File: src/rtl/uart_frame_buffer.sv
// -----------------------------------------------------------------------------
// uart_frame_buffer
//
// Store-and-forward frame buffer between a UART receiver and a UART
// transmitter. Bytes are captured into an indexed memory until the receiver
// signals end of packet, then the whole frame is replayed to the transmitter
// (arrival order, or last byte first when REVERSE=1) using a start/busy
// handshake. Bytes that arrive while the frame is being replayed are dropped
// and counted.
//
// Ports:
//   clk        system clock
//   rst_n      asynchronous active-low reset
//   rx_valid   one-cycle strobe, rx_data holds a received byte
//   rx_data    received byte
//   rx_eop     one-cycle strobe, end of packet
//   tx_start   request to transmitter, held until tx_busy is seen high
//   tx_data    byte to transmit, stable while tx_start=1
//   tx_busy    transmitter busy level
//   frame_len  bytes stored in the current/last frame
//   overflow   sticky, current frame exceeded DEPTH
//   draining   high from leaving FILL until the return to FILL
//   drop_cnt   bytes discarded while draining, saturates at 255
// -----------------------------------------------------------------------------
module uart_frame_buffer #(
   parameter int DATA_W  = 8,
   parameter int DEPTH   = 64,
   parameter int REVERSE = 0,
   localparam int AW     = $clog2(DEPTH),
   localparam int CW     = $clog2(DEPTH + 1)
) (
   input  logic              clk,
   input  logic              rst_n,
   input  logic              rx_valid,
   input  logic [DATA_W-1:0] rx_data,
   input  logic              rx_eop,
   output logic              tx_start,
   output logic [DATA_W-1:0] tx_data,
   input  logic              tx_busy,
   output logic [CW-1:0]     frame_len,
   output logic              overflow,
   output logic              draining,
   output logic [7:0]        drop_cnt
);

   localparam logic [CW-1:0] DEPTH_C = CW'(DEPTH);

   typedef enum logic [2:0] {
      S_FILL,
      S_ARM,
      S_LOAD,
      S_START,
      S_WAIT
   } state_t;

   state_t            r_state, w_state_nxt;
   logic [CW-1:0]     r_count, w_count_nxt;
   logic [CW-1:0]     r_sent, w_sent_nxt;
   logic [CW-1:0]     r_frame_len, w_frame_len_nxt;
   logic [AW-1:0]     r_rd, w_rd_nxt;
   logic              r_tx_start, w_tx_start_nxt;
   logic [DATA_W-1:0] r_tx_data, w_tx_data_nxt;
   logic              r_overflow, w_overflow_nxt;
   logic              r_draining, w_draining_nxt;
   logic [7:0]        r_drop_cnt, w_drop_cnt_nxt;
   logic              w_store;
   logic [CW-1:0]     w_cnt_eff;

   logic [DATA_W-1:0] r_mem [DEPTH];

   function automatic logic [7:0] sat_inc8(input logic [7:0] v);
      return (v == 8'hFF) ? v : v + 8'd1;
   endfunction

   always_comb begin
      w_state_nxt     = r_state;
      w_count_nxt     = r_count;
      w_sent_nxt      = r_sent;
      w_frame_len_nxt = r_frame_len;
      w_rd_nxt        = r_rd;
      w_tx_start_nxt  = r_tx_start;
      w_tx_data_nxt   = r_tx_data;
      w_overflow_nxt  = r_overflow;
      w_draining_nxt  = r_draining;
      w_drop_cnt_nxt  = r_drop_cnt;
      w_store         = 1'b0;
      w_cnt_eff       = r_count;

      case (r_state)
         S_FILL: begin
            if (rx_valid) begin
               if (r_count < DEPTH_C) begin
                  w_store         = 1'b1;
                  w_cnt_eff       = r_count + CW'(1);
                  w_count_nxt     = w_cnt_eff;
                  w_frame_len_nxt = w_cnt_eff;
               end else begin
                  w_overflow_nxt = 1'b1;
               end
            end
            // EOP sees the count including a byte stored in the same cycle
            if (rx_eop && (w_cnt_eff != '0)) begin
               w_state_nxt    = S_ARM;
               w_draining_nxt = 1'b1;
               w_drop_cnt_nxt = 8'd0;
               w_sent_nxt     = '0;
               w_rd_nxt       = (REVERSE != 0) ? AW'(w_cnt_eff - CW'(1)) : '0;
            end
         end
         S_ARM: begin
            if (!tx_busy) w_state_nxt = S_LOAD;
         end
         S_LOAD: begin
            w_tx_data_nxt  = r_mem[r_rd];
            w_tx_start_nxt = 1'b1;
            w_state_nxt    = S_START;
         end
         S_START: begin
            if (tx_busy) begin
               w_tx_start_nxt = 1'b0;
               w_sent_nxt     = r_sent + CW'(1);
               w_state_nxt    = S_WAIT;
            end
         end
         S_WAIT: begin
            if (!tx_busy) begin
               // r_count equals frame_len here; on overflow both are DEPTH
               if (r_sent == r_count) begin
                  w_state_nxt    = S_FILL;
                  w_count_nxt    = '0;
                  w_overflow_nxt = 1'b0;
                  w_draining_nxt = 1'b0;
               end else begin
                  w_rd_nxt    = (REVERSE != 0) ? r_rd - AW'(1) : r_rd + AW'(1);
                  w_state_nxt = S_LOAD;
               end
            end
         end
         default: begin
            w_state_nxt = S_FILL;
         end
      endcase

      if ((r_state != S_FILL) && rx_valid) w_drop_cnt_nxt = sat_inc8(r_drop_cnt);
   end

   always_ff @(posedge clk or negedge rst_n) begin
      if (!rst_n) begin
         r_state     <= S_FILL;
         r_count     <= '0;
         r_sent      <= '0;
         r_frame_len <= '0;
         r_rd        <= '0;
         r_tx_start  <= 1'b0;
         r_tx_data   <= '0;
         r_overflow  <= 1'b0;
         r_draining  <= 1'b0;
         r_drop_cnt  <= 8'd0;
      end else begin
         r_state     <= w_state_nxt;
         r_count     <= w_count_nxt;
         r_sent      <= w_sent_nxt;
         r_frame_len <= w_frame_len_nxt;
         r_rd        <= w_rd_nxt;
         r_tx_start  <= w_tx_start_nxt;
         r_tx_data   <= w_tx_data_nxt;
         r_overflow  <= w_overflow_nxt;
         r_draining  <= w_draining_nxt;
         r_drop_cnt  <= w_drop_cnt_nxt;
      end
   end

   // Frame storage is never reset; only indices below the count are read
   always_ff @(posedge clk) begin
      if (w_store) r_mem[r_count[AW-1:0]] <= rx_data;
   end

   assign tx_start  = r_tx_start;
   assign tx_data   = r_tx_data;
   assign frame_len = r_frame_len;
   assign overflow  = r_overflow;
   assign draining  = r_draining;
   assign drop_cnt  = r_drop_cnt;

endmodule

File: config.mk
export PLATFORM = sky130hd
export DESIGN_NAME = uart_frame_buffer
export DESIGN_NICKNAME = d
export VERILOG_FILES = /design/src/rtl/uart_frame_buffer.sv
export SDC_FILE = /design/constraint.sdc
export NUM_CORES = 1
export LEC_CHECK = 0
export ABC_AREA = 0
export BUFFER_PORTS_ARGS = -buffer_cell sky130_fd_sc_hd__buf_2
export CORE_MARGIN = 2
export CORE_UTILIZATION = 45
export CTS_CLUSTER_DIAMETER = 40
export CTS_CLUSTER_SIZE = 14
export DETAILED_ROUTE_END_ITERATION = 10
export PLACE_DENSITY = 0.61
export SLEW_MARGIN = 20
export SYNTH_ARGS = -nofsm -noshare
export SYNTH_HDL_FRONTEND = slang
export SYNTH_SLANG_ARGS = --single-unit
File: constraint.sdc
create_clock -name clk -period 3.7 [get_ports clk]
set_input_delay 0.74 -clock clk [delete_from_list [all_inputs] [get_ports clk]]
set_output_delay 0.74 -clock clk [all_outputs]
set_load 0.01 [all_outputs]
==> out/results.txt <==
Setup Buffers After CTS: 0
Synth top area share: 68.8%
Initial core utilization: 45.7%
Clock sinks: 561
Post-Syn Instances: 1202
Power per cell area: 736 nW/um2
GRT Util Overall: 22.4%
TritonCTS clock tree: yes
Min-delay worst type: in -> async
Antenna violations before repair: 0
Nets: 1379
Largest area contributor in the netlist: edfxtp_1
Die span in x: 227 um
IO Pins: 39
Yosys cell types: 54
Post-CTS resize count: 0
Clock transition at path regs: 0.06 ns
Setup TNS: 0 ns
Sequential area share after synthesis: 74.2%
Area delta synth->final: 19.3%
Clk_lat worst skew: 0.61 ns
Final hold violations: 0
DR iter-0 viols: 1061
Area of the mapped netlist: 22400 um2
Worst slew margin: 32.4%
Crit path arrival time: 3.62 ns
CP Capture Type: flop
Post-synth top flop: edfxtp_1
1st-pass router iterations: 6
Syn avg cell area: 18.6 um2
Min cycle time layout: 3.13 ns
Port Buffer Count: 38
Global route overflow: 0
Die Ht: 227 um
Top cells by area, synth: edfxtp_1 69%, mux4_2 11%, dfrtp_1 5.5%
Core Region: 49000 um2
GP Congestion: 0.804
Worst EP required: 4.19 ns
Max-slew violation count: 0
Max VDD drop: 0.616 mV
# fillers: 3820
Most common cell after layout, fill and taps aside: edfxtp_1
Post-detail-place hpwl: 35400 um
Post-synth EDFFs: 512
Fmax: 319 MHz
Most frequent cells in the layout: 512 x edfxtp_1, 108 x mux4_2, 106 x nor2_1, 106 x buf_4, 81 x clkbuf_16
CP Launch Type: flop
Leak Pwr: 9.00 nW
Avg WL per Cell: 26.7 um
Vias per Instance: 5.79
CTS buffer count: 79
Clk_skew: 0.0367 ns
Setup violations, final: 0
Hold Slack: 0.211 ns
Async SR Flop Fraction: 8.73%
First-pass GRT wire length: 82000 um
Post-CTS Hold Fix Bufs: 0
Antenna cells: 0
Die area: 51500 um2
Net Count, Synth: 1220
Clock Tree Buf Depth: 3
Synthesized flop and latch total: 561
Crit Path Category: reg -> reg
Via count: 12083
Status: finished, final reports clean
CTS root buf: clkbuf_16
Residual DRC: 0
DP Worst Slack: 0.591 ns
Drt total wl: 55700 um
Worst-margin pin slew: 1.01 ns
Worst-path fanout max: 42
Largest net degree at the start of global routing: 65
Yosys warning count: 0
ANT nets after route: 0
Crit share post-route: 84.6%
Fin cells: 2088
H-tree Lvls: 3
Pwr Total: 19.6 mW
Final WS setup: 0.569 ns
Placed Instances: 1944
Unrepaired setup endpoints after global routing: false
Vias in the first global route: 12286
Row cnt: 81
Fraction of layout cells with a size suffix above 1: 28.4%
Max-Cap Viols: 0
## metrics by stage
stage / util (%) / instance area (um2)
after floorplan: - / 22400
after global placement: 48.9 / 23900
after detailed placement: 48.9 / 23900
after CTS: 54.5 / 26700
after global routing: 54.5 / 26700
final: 54.5 / 26700
## metal layers
metal / global-route usage, % / vias to the layer above / share of wire, %
met2: 35.2 / 527 / 48
met4: 8.47 / 0 / 3.1
met3: 4.82 / 95 / 8.0
met1: 31.0 / 6229 / 41
li1: - / 5232 / -
met5: 0 / - / 0
## final cells by class
class                   instances  area (um2)  area share (%)
repair buffers                146        1040            3.90
inverters                       7        26.3          0.0985
clock buffers                  86        2060            7.70
flip-flops and latches        561       16600            62.2
well taps                     664         831            3.11
multi-input cells             566        5430            20.3
clock inverters                58         693            2.60
## path summary, 6_finish.rpt
check,start,endpoint,slack (ns),cells past startpoint
min reg2reg,frame_len[1]$_DFFE_PN0P_,frame_len[1]$_DFFE_PN0P_,0.48,2
max in group asynchronous,rst_n,drop_cnt[7]$_DFFE_PN0P_,2.70,2
max,r_rd[1]$_DFFE_PN0P_,tx_data[5]$_DFFE_PN0P_,0.57,7
min in group clk,tx_busy,r_state[2]$_DFFE_PN0P_,0.48,2
max reg2reg,r_rd[1]$_DFFE_PN0P_,tx_data[5]$_DFFE_PN0P_,0.57,7
min,rst_n,tx_data[2]$_DFFE_PN0P_,0.21,1
## state kept, by name (all words and copies together), names as in the netlist, 3 cells and up
signal,flops
r_rd,6
r_sent,7
r_state,3
drop_cnt,8
r_mem,512
tx_data,8
r_count,7
frame_len,7
## logic make-up (layout without fill, tap and decap cells)
kind of cell             after synthesis  count (layout)  share of synthesized area [%]
flip-flops                           561             561                           74.2
AND/OR/NAND/NOR                      222             222                           4.63
multiplexers                         176             176                           13.9
AO/OA/AOI/OAI                        139             139                           4.44
buffers and inverters                 75             297                           1.54
XOR/XNOR                              24              24                          0.940
adder cells (fa/ha/maj)                5               5                          0.280
## worst max-delay path, stage by stage (launching register included)
cell and delay (ns):
dfrtp_4 0.86, nand3b_1 0.67, buf_4 0.27, o22ai_1 0.08, a211oi_1 0.44, a22oi_1 0.15, and3_1 0.26, a221o_1 0.27
## synthesized netlist by cell type, types with 12 or more instances
cell      number
mux2i_1       65
o21ai_0       20
clkbuf_1      38
a22oi_1       14
nand2_1       28
dfrtp_1       49
edfxtp_1     512
buf_2         14
nor3_1        13
nor2_1       106
a21oi_1       20
mux4_2       108
a211oi_1      22
xnor2_1       12
nand3_1       20
xor2_1        12
## where the power goes
| part | internal, mW | switching (mW) | total, mW |
|---|---|---|---|
| registers | 7.16 | 0.447 | 7.61 |
| clock network | 4.77 | 2.95 | 7.71 |
| logic | 1.95 | 2.37 | 4.33 |
(Power assumes the default switching activity.)
